===== src/rtl/sweep_sequencer_pkg.sv =====
// Shared types, defaults and the counter-width helper for the sweep sequencer.
package sweep_pkg;

  typedef enum logic [2:0] {
    IDLE,
    FETCH,
    LOAD,
    SETTLE,
    MEAS,
    WRITE,
    NEXT,
    DONE
  } sweep_state_t;

  localparam int unsigned DEF_ADDR_WIDTH    = 8;
  localparam int unsigned DEF_INC_WIDTH     = 32;
  localparam int unsigned DEF_SETTLE_CYCLES = 1024;
  localparam int unsigned DEF_MEAS_TIMEOUT  = 65536;
  localparam int unsigned DEF_ROM_LATENCY   = 2;

  // Width of the shared wait counter: wide enough for the longest wait.
  function automatic int unsigned cnt_width(input int unsigned settle,
                                            input int unsigned timeout,
                                            input int unsigned rom_lat);
    int unsigned m;
    m = settle;
    if (timeout > m) m = timeout;
    if (rom_lat > m) m = rom_lat;
    return (m < 1) ? 1 : $clog2(m + 1);
  endfunction

endpackage


===== src/rtl/sweep_sequencer_cycle_timer.sv =====
// Up-counter with terminal-count compare against a runtime limit.
// Cleared on every state entry; holds once the limit is reached.
module cycle_timer #(
  parameter int unsigned WIDTH = 17
) (
  input  logic             clk,
  input  logic             reset,
  input  logic             clear,
  input  logic [WIDTH-1:0] limit,
  output logic             expired,
  output logic             first
);

  logic [WIDTH-1:0] count_q;
  logic [WIDTH-1:0] count_d;

  assign expired = (count_q == limit);
  assign first   = (count_q == '0);

  // Next count: restart on clear, otherwise advance until the limit.
  always_comb begin
    count_d = count_q;
    if (clear) begin
      count_d = '0;
    end else if (!expired) begin
      count_d = count_q + 1'b1;
    end
  end

  // Counter register with synchronous reset.
  always_ff @(posedge clk) begin
    if (reset) begin
      count_q <= '0;
    end else begin
      count_q <= count_d;
    end
  end

endmodule


===== src/rtl/sweep_sequencer.sv =====
// Frequency-sweep sequencer: for each table point fetch the NCO increment,
// load the NCO, settle, run the phase/magnitude detector and write results.
module sweep_sequencer
  import sweep_pkg::*;
#(
  parameter int unsigned ADDR_WIDTH    = DEF_ADDR_WIDTH,
  parameter int unsigned INC_WIDTH     = DEF_INC_WIDTH,
  parameter int unsigned SETTLE_CYCLES = DEF_SETTLE_CYCLES,
  parameter int unsigned MEAS_TIMEOUT  = DEF_MEAS_TIMEOUT,
  parameter int unsigned ROM_LATENCY   = DEF_ROM_LATENCY
) (
  input  logic                  clk125,
  input  logic                  reset,
  input  logic                  start,
  input  logic                  abort,
  input  logic [ADDR_WIDTH-1:0] last_addr,
  output logic [ADDR_WIDTH-1:0] freq_addr,
  input  logic [INC_WIDTH-1:0]  rom_inc,
  output logic [INC_WIDTH-1:0]  phase_inc,
  output logic                  nco_load,
  output logic                  meas_start,
  input  logic                  meas_done,
  output logic [ADDR_WIDTH-1:0] result_addr,
  output logic                  result_wren,
  output logic                  busy,
  output logic                  done,
  output logic                  aborted,
  output logic                  timeout_err
);

  localparam int unsigned CNT_W = cnt_width(SETTLE_CYCLES, MEAS_TIMEOUT, ROM_LATENCY);

  // The LOAD cycle is the first settle cycle, so the SETTLE state itself lasts
  // SETTLE_CYCLES-1 cycles and is skipped entirely when SETTLE_CYCLES is 1.
  localparam logic [CNT_W-1:0] FETCH_LIM  = CNT_W'(ROM_LATENCY - 1);
  localparam logic [CNT_W-1:0] SETTLE_LIM = CNT_W'((SETTLE_CYCLES > 1) ? SETTLE_CYCLES - 2 : 0);
  localparam logic [CNT_W-1:0] MEAS_LIM   = CNT_W'(MEAS_TIMEOUT - 1);

  sweep_state_t          state_q, state_d;
  logic [ADDR_WIDTH-1:0] index_q, index_d;
  logic [ADDR_WIDTH-1:0] last_q, last_d;
  logic [ADDR_WIDTH-1:0] result_addr_q, result_addr_d;
  logic [INC_WIDTH-1:0]  phase_inc_q, phase_inc_d;
  logic                  timeout_err_q, timeout_err_d;
  logic                  aborted_q, aborted_d;

  logic                  timer_clear;
  logic [CNT_W-1:0]      timer_limit;
  logic                  timer_expired;
  logic                  timer_first;

  cycle_timer #(
    .WIDTH(CNT_W)
  ) u_timer (
    .clk     (clk125),
    .reset   (reset),
    .clear   (timer_clear),
    .limit   (timer_limit),
    .expired (timer_expired),
    .first   (timer_first)
  );

  // Every state change restarts the wait counter.
  assign timer_clear = (state_d != state_q);

  // Select the wait length for the current state.
  always_comb begin
    timer_limit = '0;
    case (state_q)
      FETCH:   timer_limit = FETCH_LIM;
      SETTLE:  timer_limit = SETTLE_LIM;
      MEAS:    timer_limit = MEAS_LIM;
      default: timer_limit = '0;
    endcase
  end

  // Sequencer next-state and datapath register updates.
  always_comb begin
    state_d       = state_q;
    index_d       = index_q;
    last_d        = last_q;
    result_addr_d = result_addr_q;
    phase_inc_d   = phase_inc_q;
    timeout_err_d = timeout_err_q;
    aborted_d     = 1'b0;

    if (state_q == IDLE) begin
      if (start) begin
        state_d       = FETCH;
        index_d       = '0;
        last_d        = last_addr;
        timeout_err_d = 1'b0;
      end
    end else if (abort) begin
      state_d   = IDLE;
      aborted_d = 1'b1;
    end else begin
      case (state_q)
        FETCH: begin
          if (timer_expired) state_d = LOAD;
        end
        LOAD: begin
          phase_inc_d = rom_inc;
          state_d     = (SETTLE_CYCLES > 1) ? SETTLE : MEAS;
        end
        SETTLE: begin
          if (timer_expired) state_d = MEAS;
        end
        MEAS: begin
          // A result flagged in the meas_start cycle belongs to the previous point.
          if (meas_done && !timer_first) begin
            state_d       = WRITE;
            result_addr_d = index_q;
          end else if (timer_expired) begin
            state_d       = WRITE;
            result_addr_d = index_q;
            timeout_err_d = 1'b1;
          end
        end
        WRITE: begin
          state_d = NEXT;
        end
        NEXT: begin
          if (index_q == last_q) begin
            state_d = DONE;
          end else begin
            index_d = index_q + 1'b1;
            state_d = FETCH;
          end
        end
        DONE: begin
          state_d = IDLE;
        end
        default: begin
          state_d = IDLE;
        end
      endcase
    end
  end

  // State and datapath registers with synchronous reset.
  always_ff @(posedge clk125) begin
    if (reset) begin
      state_q       <= IDLE;
      index_q       <= '0;
      last_q        <= '0;
      result_addr_q <= '0;
      phase_inc_q   <= '0;
      timeout_err_q <= 1'b0;
      aborted_q     <= 1'b0;
    end else begin
      state_q       <= state_d;
      index_q       <= index_d;
      last_q        <= last_d;
      result_addr_q <= result_addr_d;
      phase_inc_q   <= phase_inc_d;
      timeout_err_q <= timeout_err_d;
      aborted_q     <= aborted_d;
    end
  end

  assign freq_addr   = index_q;
  assign result_addr = result_addr_q;
  assign phase_inc   = phase_inc_q;
  assign nco_load    = (state_q == LOAD) && !abort;
  assign meas_start  = (state_q == MEAS) && timer_first;
  assign result_wren = (state_q == WRITE) && !abort;
  assign done        = (state_q == DONE) && !abort;
  assign busy        = (state_q != IDLE);
  assign aborted     = aborted_q;
  assign timeout_err = timeout_err_q;

endmodule


===== config.mk =====
export PLATFORM = sky130hd
export DESIGN_NAME = sweep_sequencer
export DESIGN_NICKNAME = d
export VERILOG_FILES = /design/src/rtl/sweep_sequencer_pkg.sv /design/src/rtl/sweep_sequencer_cycle_timer.sv /design/src/rtl/sweep_sequencer.sv
export SDC_FILE = /design/constraint.sdc
export NUM_CORES = 1
export LEC_CHECK = 0
export BUFFER_PORTS_ARGS = -buffer_cell sky130_fd_sc_hd__buf_2
export CAP_MARGIN = 10
export CORE_ASPECT_RATIO = 1.1
export CORE_MARGIN = 8
export CORE_UTILIZATION = 35
export DETAILED_ROUTE_END_ITERATION = 16
export GPL_TIMING_DRIVEN = 0
export PLACE_DENSITY_LB_ADDON = 0.25
export SYNTH_ARGS = -nofsm -noshare
export SYNTH_HDL_FRONTEND = slang
export SYNTH_SLANG_ARGS = --single-unit

===== constraint.sdc =====
create_clock -name clk125 -period 2.61 [get_ports clk125]
set_input_delay 0.1305 -clock clk125 [delete_from_list [all_inputs] [get_ports clk125]]
set_output_delay 0.1305 -clock clk125 [all_outputs]
set_load 0.005 [all_outputs]

-- Word level (Yosys, flattened, before mapping)
Index checks and enable logic that the tools add are counted.
- add/subtract/negate cells: 2
- equality and inequality tests: 14
- muxes and demuxes: 24
- bitwise logic cells: 2
- reductions and logical operators: 21
- operators with widths (operator ; number):
    2-to-1 mux 8 bit ; 7
    case mux 16 bit (3 select lines) ; 1
    2-to-1 mux 3 bit ; 8
    case mux 3 bit (6 select lines) ; 1
    adder 17 x 1 -> 17 bit, second input constant ; 1
    equality test 17 x 16 -> 1 bit ; 1
    logical NOT 17 bit ; 1
    equality test 3 bit, second input constant ; 4
    adder 8 x 1 -> 8 bit, second input constant ; 1
    equality test 8 bit ; 1
    AND reduction 4 bit ; 2
    nonzero test 2 bit ; 4
    2-to-1 mux 1 bit ; 7
    equality test 3 x 2 -> 1 bit, second input constant ; 2
    inequality test 2 bit, second input constant ; 3
    logical AND 1 bit ; 5
    AND reduction 5 bit ; 1
    OR reduction 2 bit ; 2
    equality test 3 x 1 -> 1 bit, second input constant ; 1
    logical NOT 3 bit ; 1
    inequality test 3 bit ; 1
    AND reduction 3 bit ; 1
    nonzero test 3 bit ; 1
    logical NOT 1 bit ; 2
    other kinds (3) ; 4
- bits in registers: 78
- input bits: 45
- output and inout port bits: 55

-- Longest topological paths before layout
- word-level depth: 10
- depth in mapped cells: 10
- gate-level depth less buffers: 7

-- Hierarchy
From an unflattened synthesis, not the netlist that was laid out.
- cell total of the unflattened synthesis: 456
- area total of the unflattened synthesis: 3779.9 um^2
- by module, submodules not included (module ; times used ; cells an instance ; area each (um^2)):
    sweep_sequencer ; 1 ; 323 ; 2633.8
    cycle_timer ; 1 ; 133 ; 1146.1

-- Worst setup path before layout
No wires, ideal clock.
- path type: reg2reg
- start: register state_q[2]
- end: register u_timer.count_q[8]
- data arrival time: 2379 ps
- slack: 102 ps
- stages on the path, launching flop included: 11
- period minus slack after synthesis: 2508 ps
- cells stage by stage: dfxtp_1 -> buf_4 -> or3b_1 -> buf_2 -> or3_1 -> a2111o_1 -> nor2_2 -> o221a_2 -> buf_6 -> buf_6 -> a211oi_1
- longest elaborated chain between the ends: 10
- elaborated cells on any way between the ends: 19
- those cells by class: 8 x eq/ne; 9 x mux; 2 x reduce/logical
- ends and longest elaborated chain (item ; line ; text):
    start: declaration ; sweep_sequencer.sv:39 ; sweep_state_t state_q, state_d;
    start signal: assignment ; sweep_sequencer.sv:152 ; state_q <= state_d;
    equality test 3 bit, or another cell as far along ; sweep_sequencer.sv:69, sweep_sequencer.sv:98 ;
    case mux 16 bit (3 select lines) ; sweep_sequencer.sv:69 ; case (state_q)
    equality test 17 x 16 -> 1 bit ; sweep_sequencer_cycle_timer.sv:17 ; assign expired = (count_q == limit);
    2-to-1 mux 3 bit ; sweep_sequencer.sv:114 ; end else if (timer_expired) begin
    2-to-1 mux 3 bit ; sweep_sequencer.sv:111 ; if (meas_done && !timer_first) begin
    case mux 3 bit (6 select lines) ; sweep_sequencer.sv:98 ; case (state_q)
    2-to-1 mux 3 bit ; sweep_sequencer.sv:94 ; end else if (abort) begin
    2-to-1 mux 3 bit ; sweep_sequencer.sv:87 ; if (state_q == IDLE) begin
    inequality test 3 bit ; sweep_sequencer.sv:64 ; assign timer_clear = (state_d != state_q);
    OR reduction 2 bit (no source line) ; -- ;
    end signal: assignment ; sweep_sequencer_cycle_timer.sv:35 ; count_q <= count_d;
    end: declaration ; sweep_sequencer_cycle_timer.sv:14 ; logic [WIDTH-1:0] count_q;
Several ways; a longest one is shown, not always the timed one.
A chain may end at the register's enable or synchronous reset.

-- Worst setup path in the final report
- start: register state_q[2]
- end: register u_timer.count_q[6]
Same word-level chain as after synthesis.

==> impl_metrics.py <==
metrics = {
    "worst_setup_path": {
        "slowest_cell_on_the_critical_path": "sky130_fd_sc_hd__or4_1",
        "kind_of_start_point_of_the_critical_path": "flop",
        "critical_path.most_common_cell": "sky130_fd_sc_hd__buf_6",
        "critical-path-max-stage-delay_ns": 0.51,
        "critical_path_data_arrival_time_ns": 2.82,
        "worstPathMaxFanout": 7,
        "critical_path_required_ns": 2.87,
        "path_class": "flop to flop",
        "r2r_cells": 11,
        "path_cells": "buf_6 > or3b_4 > buf_4 > nand3_1 > a2111o_1 > buf_6 > nor2_4 > buf_6 > buf_4 > or4_1 > a211oi_2",
        "worstSetupEndpointType": "flop",
    },
    "final_layout": {
        "multi_input_comb_area_mm2": 0.00198,
        "fillers": 1034,
        "ff_latch_area_mm2": 0.00156,
        "antenna_cells_inserted": 0,
        "final_net_count": 618,
        "fin_util_pct": 48.0,
        "layout.cell_area.non_filler_mm2": 0.00492,
        "area_growth_syn_to_fin_pct": 35.3,
        "final_layout_size_suffix_gt1_share_pct": 29.8,
    },
    "route": {
        "postRouteWirelength_um": 11000,
        "drt_pre_antenna_iters": 4,
        "route.detailed.vias_per_inst": 5.21,
        "routed_len_inst_um": 15.7,
        "drt_first_iter_violations": 180,
        "dr_total_vias": 3634,
        "detail_route.drc_violations": 0,
        "ant_nets": 0,
    },
    "sta": {
        "timing.final.hold_violations": 0,
        "finalWorstPathRequiredPeriod_ns": 2.56,
        "slew_headroom_pct": 54.4,
        "fin_worst_hold_slack_ns": 0.0265,
        "final_min_period_over_clock_period_pct": 97.9,
        "max_slew.worst_pin.slew_ns": 0.681,
        "maxSlewViolCount": 0,
        "clock.fmax_mhz": 391,
        "report.final.setup_viol": 0,
        "clock-skew-final_ns": 0.00610,
    },
    "synthesis": {
        "synth.lib_cells_used.distinct": 53,
        "synth.largest_area_cell": "sky130_fd_sc_hd__dfxtp_1",
        "postSynthRegisterBits": 78,
        "synth.cell_area_mm2": 0.00364,
        "syn_inst": 439,
        "ys_async_sr_fraction_pct": 0,
        "synth.top_cell.area_share_pct": 42.9,
        "synth-xor-area-share_pct": 5.54,
        "post_synth.cell_area_avg_um2": 8.29,
        "synth.top_cells.by_count": "sky130_fd_sc_hd__nand2_1, sky130_fd_sc_hd__dfxtp_1, sky130_fd_sc_hd__a21oi_1",
        "synth_nets": 487,
        "synth.area.top_cells": "sky130_fd_sc_hd__dfxtp_1, sky130_fd_sc_hd__nand2_1, sky130_fd_sc_hd__a21oi_1",
        "synth_adder_area_share_pct": 1.03,
        "post_synth_mux_area_share_pct": 0.550,
        "synth_sequential_area_ratio_pct": 42.9,
        "dominantRegCellSynth": "sky130_fd_sc_hd__dfxtp_1",
        "number_of_synthesized_flops_with_an_enable_pin": 0,
        "ys_warn_count": 0,
        "synth_compound_gate_area_share_pct": 18.2,
        "most_frequently_used_cell_type_in_the_post_synthesis_netlist": "sky130_fd_sc_hd__nand2_1",
        "simple_gate_fraction_of_synth_area_pct": 26.6,
        "largest_family_of_logic_cells_by_synthesized_area": "simple AND/OR/NAND/NOR gates",
    },
    "power": {
        "p_int_mw": 2.07,
        "ir_drop_uv": 341,
        "share_comb_of_total_power_pct": 8.6,
        "p_per_area_mw_per_mm2": 544,
        "clock_power_share_pct": 46.3,
        "netSwitchingFraction_pct": 22.7,
        "static-leakage-power_nw": 1.95,
        "power.switching_mw": 0.608,
        "seqPwrFrac_pct": 45.0,
        "design_power_mw": 2.68,
    },
    "min_path": {
        "min_path_type": "input port to flop",
        "hold_depth": 3,
    },
    "floorplanning": {
        "row_count": 39,
        "initial_core_util_pct": 35.5,
        "die_width_um": 113,
        "io_pins": 100,
        "dieArea_mm2": 0.0139,
        "die_y_um": 123,
        "core_area_mm2": 0.0102,
    },
    "clock_network": {
        "cts_root_buf": "sky130_fd_sc_hd__clkbuf_16",
        "clock_network_latency_to_the_later_pin_of_the_worst_skew_pair_ns": 0.34,
        "path_clk_slew_ns": 0.06,
        "cts-htree-levels": 3,
        "tritoncts_clock_tree": "done",
        "tritoncts.num_buffers": 9,
        "post_cts_hold_buffer_count": 0,
        "clock_sinks": 78,
        "ctsLongestPathBuffers": 2,
    },
    "global_routing": {
        "grt.total_usage_pct": 15.3,
        "global_route_wire_length_before_repair_um": 17300,
        "antenna_violations_before_repair": 0,
        "grt_remaining_overflow": 0,
        "pin_count_of_the_biggest_net_entering_global_routing": 13,
        "number_of_global_route_vias_before_repair": 3584,
    },
    "place": {
        "placement.io_buffers": 98,
        "post-dp-hpwl_um": 7610,
        "gp_congestion": 0.849,
        "placed_area_mm2": 0.00428,
    },
    "job": {
        "cap_violations": 0,
    },
    "outcome": {
        "outcome": "finished clean",
    },
}
## stage by stage
| step | setup slack, ns | cells | TNS [ns] |
|---|---|---|---|
| floorplan | 0.102 | 439 | 0 |
| global placement | -0.237 | 660 | -3.86 |
| detailed placement | -0.266 | 660 | -4.59 |
| CTS | -0.0187 | 693 | -0.126 |
| global route | -0.0384 | 697 | -0.124 |
| finish | 0.0543 | 697 | 0 |
## sequential cells by signal, indices dropped and copies added, names as in the netlist
| register | flops |
|---|---|
| aborted | 1 |
| freq_addr | 8 |
| last_q | 8 |
| phase_inc | 32 |
| result_addr | 8 |
| state_q | 3 |
| timeout_err | 1 |
| u_timer.count_q | 17 |
## worst max-delay path: cells and delay by family (launching register included)
kind | cells | cell delay [ns]
AO/OA/AOI/OAI | 2 | 0.43
AND/OR/NAND/NOR | 4 | 1.03
buffers and inverters | 5 | 0.68
flip-flops | 1 | 0.32
## kinds of logic after synthesis
kind of cell             count (synthesis)
flip-flops                              78
multiplexers                             2
buffers and inverters                   39
AO/OA/AOI/OAI                           97
AND/OR/NAND/NOR                        197
adder cells (fa/ha/maj)                  3
XOR/XNOR                                23
## path summary, 6_finish.rpt
check                    start                 end  slack, ns
setup reg to reg    state_q[2]  u_timer.count_q[6]       0.05
hold / removal     rom_inc[15]       phase_inc[15]       0.03
hold reg to reg   phase_inc[2]        phase_inc[2]       0.45
setup / recovery    state_q[2]  u_timer.count_q[6]       0.05
## per-layer routing
layer | share of wire (%) | wire (um) | GRT usage [%] | up-vias
met3 | 5.1 | 555 | 4.15 | 28
met4 | 2.8 | 306 | 7.25 | 0
met1 | 42 | 4580 | 17.4 | 1694
met5 | 0 | 0 | 0 | -
met2 | 50 | 5520 | 26.4 | 104
li1 | - | - | - | 1808
## power groups by stage
stage	combinational, mW	clock, mW	sequential, mW
2_1_floorplan	0.105	0	1.23
3_3_place_gp	0.169	0	1.23
3_5_place_dp	0.170	0	1.23
4_1_cts	0.219	1.27	1.21
5_1_grt	0.249	1.32	1.21
6_report	0.231	1.24	1.21
## cell usage in the layout (no fill, tap or decap), drive strengths merged, types with 3 or more instances in the layout
cell,instances
a211oi,9
a21oi,42
and2,4
buf,135
clkbuf,30
dfxtp,78
ha,3
inv,5
nand2,90
nand2b,12
nand3,9
nand4,8
nand4b,8
nor2,27
nor3,10
nor3b,3
nor4,6
o2111ai,5
o21ai,15
o31ai,9
or3,6
or4,6
xnor2,11
xor2,12
## final cells by class
class,count,share of cell area [%]
sequential,78,31.8
tap,123,3.13
inverter,5,0.381
timing repair buffer,123,14.9
clock inverter,4,0.966
clock buffer,11,4.93
multi-input combinational,322,40.2
buffer,31,3.74
## repair_timing
item / 4_1_cts / 5_1_grt
gates resized for setup: 22 / 16
pin swaps: 7 / 9
endpoints found under the setup margin: 28 / 28
cloned: 1 / 0
setup buffers: 18 / 7
Note: power is estimated with default switching activity, not from simulation.
